<file path="config.mk">
export PLATFORM = sky130hd
export DESIGN_NAME = irq_pending_dispatcher
export DESIGN_NICKNAME = d
export VERILOG_FILES = /design/src/rtl/irq_pending_dispatcher.sv
export SDC_FILE = /design/constraint.sdc
export NUM_CORES = 1
export LEC_CHECK = 0
export CAP_MARGIN = 25
export CORE_MARGIN = 4
export CORE_UTILIZATION = 47
export CTS_BUF_LIST = sky130_fd_sc_hd__clkbuf_8
export DETAILED_ROUTE_END_ITERATION = 6
export PLACE_DENSITY = 0.91
export RECOVER_POWER = 50
export SYNTH_ARGS = -nofsm -noshare
export SYNTH_HDL_FRONTEND = slang
export SYNTH_SLANG_ARGS = --single-unit
</file>
<file path="constraint.sdc">
create_clock -name clk -period 2.1 [get_ports clk]
set_input_delay 0.42 -clock clk [delete_from_list [all_inputs] [get_ports clk]]
set_output_delay 0.42 -clock clk [all_outputs]
set_load 0.03 [all_outputs]
</file>
<file path="src/rtl/irq_pending_dispatcher.sv">
// ---------------------------------------------------------------------------
// IrqPendingDispatcher
//
// Purpose:
//   Latches rising edges on N_REQ request lines into a sticky pending
//   register, picks the lowest-numbered pending line that is also enabled
//   by the mask, and hands its index to a consumer over a valid/ready
//   handshake. The pending bit is cleared when the index is accepted.
//   Events that hit an already-pending line are lost and counted in a
//   saturating drop counter (one count per cycle with any loss).
//
// Ports:
//   clk        - single clock, all state updates on the rising edge
//   reset      - synchronous, active-high reset
//   req_in     - level request lines, a 0->1 transition is one event
//   mask_in    - 1 = line may be dispatched (masked lines still latch)
//   irq_valid  - registered, irq_idx holds a presented index
//   irq_idx    - registered index of the presented line
//   irq_ready  - consumer accepts; transfer on irq_valid & irq_ready
//   pending    - registered view of the pending register
//   drop_count - saturating count of cycles in which an event was lost
// ---------------------------------------------------------------------------
module irq_pending_dispatcher #(
    parameter int N_REQ  = 8,
    parameter int IDX_W  = 3,
    parameter int DROP_W = 8
) (
    input  logic              clk,
    input  logic              reset,
    input  logic [N_REQ-1:0]  req_in,
    input  logic [N_REQ-1:0]  mask_in,
    output logic              irq_valid,
    output logic [IDX_W-1:0]  irq_idx,
    input  logic              irq_ready,
    output logic [N_REQ-1:0]  pending,
    output logic [DROP_W-1:0] drop_count
);

    typedef enum logic {
        IDLE,
        PRESENT
    } stateT;

    stateT             stateQ, stateD;
    logic [N_REQ-1:0]  reqQ;
    logic [N_REQ-1:0]  pendingQ, pendingD;
    logic [IDX_W-1:0]  idxQ, idxD;
    logic [DROP_W-1:0] dropQ, dropD;

    logic [N_REQ-1:0]  rise;
    logic [N_REQ-1:0]  clr;
    logic [N_REQ-1:0]  elig;
    logic [IDX_W-1:0]  firstIdx;
    logic              acc;
    logic              dropAny;

    assign irq_valid  = (stateQ == PRESENT);
    assign irq_idx    = idxQ;
    assign pending    = pendingQ;
    assign drop_count = dropQ;

    assign rise = req_in & ~reqQ;
    assign acc  = irq_valid & irq_ready;
    assign elig = pendingQ & mask_in;

    // One-hot clear of the presented line on the accepting cycle. A rise on
    // the same bit wins, since it is a fresh event rather than a loss.
    always_comb begin
        clr = '0;
        if (acc) begin
            clr[idxQ] = 1'b1;
        end
        pendingD = (pendingQ & ~clr) | rise;
        dropAny  = |(rise & pendingQ & ~clr);
        dropD    = (dropAny && (dropQ != {DROP_W{1'b1}})) ? dropQ + 1'b1 : dropQ;
    end

    // Lowest set bit of the eligible set; scanning downward lets bit 0 win.
    always_comb begin
        firstIdx = '0;
        for (int i = N_REQ - 1; i >= 0; i--) begin
            if (elig[i]) begin
                firstIdx = IDX_W'(i);
            end
        end
    end

    // State register plus the datapath registers. During reset the request
    // history loads the live lines so anything held high creates no event.
    always_ff @(posedge clk) begin
        reqQ <= req_in;
        if (reset) begin
            stateQ   <= IDLE;
            pendingQ <= '0;
            idxQ     <= '0;
            dropQ    <= '0;
        end else begin
            stateQ   <= stateD;
            pendingQ <= pendingD;
            idxQ     <= idxD;
            dropQ    <= dropD;
        end
    end

    // Next-state logic: present as soon as anything is eligible, and stay
    // presenting until the consumer takes it, regardless of mask changes.
    always_comb begin
        stateD = stateQ;
        unique case (stateQ)
            IDLE:    if (|elig) stateD = PRESENT;
            PRESENT: if (acc)   stateD = IDLE;
            default: stateD = IDLE;
        endcase
    end

    // Output logic: the index is only loaded when leaving IDLE, so it is
    // frozen during presentation and keeps its last value afterwards.
    always_comb begin
        idxD = idxQ;
        if ((stateQ == IDLE) && (|elig)) begin
            idxD = firstIdx;
        end
    end

endmodule

</file>
==> results of run 1 <==
cell usage after synthesis, types with 3 or more instances:
cell type and count:
dfxtp_1 28, o22ai_1 4, o21ai_0 8, nor2_1 6
nand2b_1 14, nand2_1 7, a21oi_1 17, a22oi_1 5
nor2b_1 4, nor3_1 3, nand4_1 3, or3_1 3
path summary, 6_finish.rpt:
path / endpoint / from / cells past startpoint
setup / recovery: drop_count[7]$_SDFFE_PP0P_ / req_in[3] / 7
hold / removal: drop_count[1]$_SDFFE_PP0P_ / drop_count[1]$_SDFFE_PP0P_ / 2
setup reg to reg: drop_count[7]$_SDFFE_PP0P_ / irq_idx[1]$_SDFFE_PP0P_ / 7
hold reg to reg: drop_count[1]$_SDFFE_PP0P_ / drop_count[1]$_SDFFE_PP0P_ / 2
kinds of logic (layout without fill, tap and decap cells):
| kind of cell | after synthesis | count (layout) | share of synthesized area [%] |
|---|---|---|---|
| multiplexers | 3 | 3 | 3.043 |
| AO/OA/AOI/OAI | 44 | 44 | 23.19 |
| flip-flops | 28 | 28 | 47.01 |
| AND/OR/NAND/NOR | 47 | 47 | 23.50 |
| adder cells (fa/ha/maj) | 1 | 1 | 1.049 |
| buffers and inverters | 5 | 50 | 2.203 |
registers in the layout, summed over array words and instances, names as in the netlist:
register / flops
drop_count: 8
irq_idx: 3
irq_valid: 1
pending: 8
reqQ: 8
per-stage QoR:
step	TNS [ns]	setup slack (ns)	power (mW)
after global routing	0	0.02414	1.252
after detailed placement	-2.040	-0.3341	0.8896
after global placement	-1.676	-0.2522	0.8781
after CTS	0	0.04953	1.214
after floorplan	0	0.003152	0.7571
final	0	0.09787	1.201
where the power goes:
group | total [mW] | switching (mW) | internal, mW | leakage, nW
Clock | 0.326 | 0.158 | 0.168 | 0.0288
Combinational | 0.275 | 0.141 | 0.133 | 0.332
Sequential | 0.600 | 0.0351 | 0.565 | 0.232
Total | 1.20 | 0.335 | 0.866 | 0.593
layer usage:
| layer | vias up | track usage (%) |
|---|---|---|
| met5 | - | 0 |
| met3 | 9 | 4.605 |
| li1 | 567 | - |
| met2 | 70 | 33.17 |
| met4 | 0 | 11.26 |
| met1 | 555 | 21.01 |
worst reg2reg max path: stages, from the launching register on:
cell and delay (ns):
dfxtp_2 0.41, nand2b_1 0.15, o21ai_0 0.12, o22ai_1 0.25, nor4_2 0.07, buf_4 0.15, or4b_2 0.60, a21oi_1 0.15
area by class of cell:
cell class              instances  area share, %
clock buffers                   4          3.257
inverters                       1         0.2221
multi-input cells              95          35.83
well taps                      28          2.073
repair buffers                 45          25.31
flip-flops and latches         28          33.31
timing repair:
action,in CTS,in global routing
pin swaps,2,0
endpoints found under the setup margin,2,2
endpoints found under the hold margin,0,0
resized for setup,1,2
buffers inserted,0,0
==> out/results.tsv, run 1 <==
metric	value	unit
nets	194	
Top Layer Used	met4	
WL per Instance	14.97	um
Register Area	563.0	um2
synthesized netlist net count	148	
fin cells	201	
Vias	1201	
Die Ht	58.37	um
cell taking the most area after synthesis	dfxtp_1	
Max-Cap Viols	0	
largest net degree at the start of global routing	16	
metal3 WL	316	um
maximum fanout along the worst path	5	
CORE AREA	0.002318	mm2
worst path arrival time	2.21	ns
Worst-path clk slew	0.09	ns
crit-path cells	dlygate4sd3_1 > nand2b_1 > o22ai_1 > nor4_2 > buf_4 > or4b_2 > a21oi_1	
Lkg Pwr	0.5928	nW
total grt overflow	0	
#FFs+latches synth	28	
min-delay worst type	reg -> reg	
Cell Area, Synth	0.001192	mm2
asr flop ratio synth	0	%
H-tree Lvls	1	
synth warn	0	
worst stage delay on the critical path	0.60	ns
GRT Total Usage	19.12	%
RSZ-0062 raised after global routing	no	
status	complete, no violations	
critical path required time	2.31	ns
pwr/cell area	710.5	mW/mm2
Tmin final	2.002	ns
critical path class	in -> reg	
Main synth FF type	dfxtp_1	
Pins Over Slew Limit	0	
fin util	72.91	%
CP bufs+invs	2	
Post-DP Area	0.001638	mm2
final hold vios	0	
R2R Setup Slk	0.13	ns
Skew-Pair Late Insertion Delay	0.27	ns
startpoint types	input pin	
DRT antenna net count	0	
Setup Viol. Count Final	0	
delay-heaviest family, CP	simple AND/OR/NAND/NOR gates	
top post-synthesis cells by area	dfxtp_1, nand2b_1, a21oi_1	
footprint of the multi-input gates	605.6	um2
post-synthesis cell type count	33	
wl on met1	1204	um
number of global-route vias before repair	1185	
Crit-path slowest cell	or4b_2	
slew margin rel.	65.06	%
# fillers	191	
Layout area overhead	41.76	%
Peak VDD IR	0.5201	mV
Placer Congestion	0.9146	
number of I/O pins	39	
root buffer cell	clkbuf_8	
sequential area share after synthesis	47.01	%
Yosys top cell area share	47.01	%
number of synthesized flops with an enable pin	0	
cell area after layout	0.001690	mm2
Port-buffer cells	38	
WL final	3009	um
Post-CTS Hold Buffers	0	
# DRC	0	
Final HPWL DP	2354	um
Post-Syn Instances	128	
Mean Syn Cell Area	9.316	um2
Die ar.	0.003407	mm2
Initial Util	51.43	%
share of cells above drive strength 1	10.98	%
Detailed Routing Iterations Pass 1	4	
diodes inserted	0	
Hold WS	0.5250	ns
initial antenna violation count	0	
row count	17	
number of clock sinks	28	
CTS tree	done	
CTS Buf Count	3	
clk_skew	0.001752	ns
DP Cell Count	197	
Tcrit/Tclk final	95.34	%
clock buffer depth	2	
met2 wire length	1402	um
crit path capture type	register	
first-pass GRT wire length	5092	um
Peak Freq	0.4995	GHz
post-DR vias/cell	5.975	
commonest non-fill, non-tap cell in the layout	clkdlybuf4s50_1	
Detailed Route Iter0 Violations	52	
die width	58.37	um
Worst-Margin Slew	0.5240	ns
commonest non-fill, non-tap cells in the layout	clkdlybuf4s50_1, dfxtp_1, a21oi_1	
No activity file was read; power rests on OpenSTA's default activity.
==> run 2, diff against run 1 <==
SKIP_CTS_REPAIR_TIMING = 1   (was default)
==> out/results.tsv, run 2 (synthesis results as in run 1) <==
metric	value	unit	change
final hold vios	0		unchanged
Initial Util	51.43	%	unchanged
Max-Cap Viols	0		unchanged
DRT antenna net count	0		unchanged
Peak Freq	0.4994	GHz	about the same
commonest non-fill, non-tap cell in the layout	clkdlybuf4s50_1		
Layout area overhead	43.76	%	
min-delay worst type	in -> reg		
clk_skew	0.002925	ns	+0.001172 ns
RR Startpoint	irq_idx[2]$_SDFFE_PP0P_		
post-DR vias/cell	5.980		about the same
nets	194		unchanged
pwr/cell area	705.8	mW/mm2	-0.67%
footprint of the multi-input gates	625.6	um2	+3.3%
Tmin final	2.002	ns	+0.0002822 ns
Skew-Pair Late Insertion Delay	0.27	ns	about the same
Die ar.	0.003407	mm2	unchanged
Port-buffer cells	38		unchanged
number of I/O pins	39		unchanged
critical path class	in -> reg		
crit path capture type	register		
commonest non-fill, non-tap cells in the layout	clkdlybuf4s50_1, dfxtp_1, a21oi_1		
maximum fanout along the worst path	5		unchanged
Tcrit/Tclk final	95.35	%	about the same
Setup crit start	req_in[3]		
Setup Viol. Count Final	0		unchanged
largest net degree at the start of global routing	16		unchanged
GRT Total Usage	19.12	%	unchanged
Place WS	-0.3341	ns	unchanged
Worst-Margin Slew	0.5093	ns	-0.01477 ns
Lkg Pwr	0.6006	nW	+1.3%
# fillers	179		-6.3%
Die Ht	58.37	um	unchanged
initial antenna violation count	0		unchanged
total grt overflow	0		unchanged
# DRC	0		unchanged
Peak VDD IR	0.5179	mV	-0.41%
number of clock sinks	28		unchanged
WL final	3122	um	+3.8%
WL per Instance	15.53	um	+3.8%
CTS tree	done		
startpoint types	input pin		
Worst Hold Launch	irq_ready		
CTS Buf Count	3		unchanged
Vias	1202		+0.083%
slew margin rel.	66.05	%	+0.98 points
number of global-route vias before repair	1183		-0.17%
die width	58.37	um	unchanged
worst path arrival time	2.21	ns	about the same
Register Area	563.0	um2	unchanged
first-pass GRT wire length	5092	um	unchanged
Placer Congestion	0.9146		unchanged
row count	17		unchanged
H-tree Lvls	1		unchanged
critical path required time	2.31	ns	about the same
diodes inserted	0		unchanged
Pins Over Slew Limit	0		unchanged
Final HPWL DP	2354	um	unchanged
root buffer cell	clkbuf_8		
Detailed Routing Iterations Pass 1	4		unchanged
Detailed Route Iter0 Violations	66		+27%
setup ws final	0.09759	ns	-0.0002822 ns
Post-DP Area	0.001638	mm2	unchanged
Worst-path clk slew	0.09	ns	about the same
share of cells above drive strength 1	11.56	%	+0.58 points
status	complete, no violations		
cell area after layout	0.001714	mm2	+1.4%
CORE AREA	0.002318	mm2	unchanged
RSZ-0062 raised after global routing	no		
clock buffer depth	2		unchanged
run 2: final timing paths:
| kind | end | depth (start not counted) | slack [ns] |
|---|---|---|---|
| max | drop_count[7]$_SDFFE_PP0P_ | 7 | 0.1 |
| min | irq_valid$_SDFF_PP0_ | 2 | 0.48 |
| max reg2reg | drop_count[7]$_SDFFE_PP0P_ | 7 | 0.12 |
| min reg2reg | drop_count[1]$_SDFFE_PP0P_ | 2 | 0.52 |
run 2: critical path, stage by stage:
cell and delay, ns:
dlygate4sd3_1 0.54, nand2b_1 0.10, o22ai_1 0.21, nor4_2 0.05, buf_4 0.15, or4b_2 0.60, a21oi_1 0.15
run 2: layer usage:
layer,global-route usage (%),routed length (um)
met2,33.17,1514
met3,4.605,284
met1,21.01,1225
met4,11.26,97
met5,0,0
run 2: cell type report:
| type | instances | share of cell area, % |
|---|---|---|
| clock buffer | 4 | 3.212 |
| inverter | 1 | 0.2190 |
| multi-input combinational | 95 | 36.50 |
| sequential | 28 | 32.85 |
| tap | 28 | 2.044 |
| timing repair buffer | 45 | 25.18 |
run 2: metrics by stage:
stage	utilization (%)	total power [mW]	TNS (ns)	instances	hold WS (ns)
3_3_place_gp	70.64	0.8781	-1.676	197	0.4993
4_1_cts	73.02	1.215	-0.04860	201	0.5272
5_1_grt	73.93	1.261	0	201	0.5032
6_report	73.93	1.210	0	201	0.4759
2_1_floorplan	-	0.7571	0	128	0.4477
3_5_place_dp	70.64	0.8896	-2.040	197	0.5089
run 2: power breakdown:
group	switching [mW]	internal, mW
Combinational	0.144	0.135
Clock	0.158	0.168
Sequential	0.0393	0.565
Total	0.341	0.868
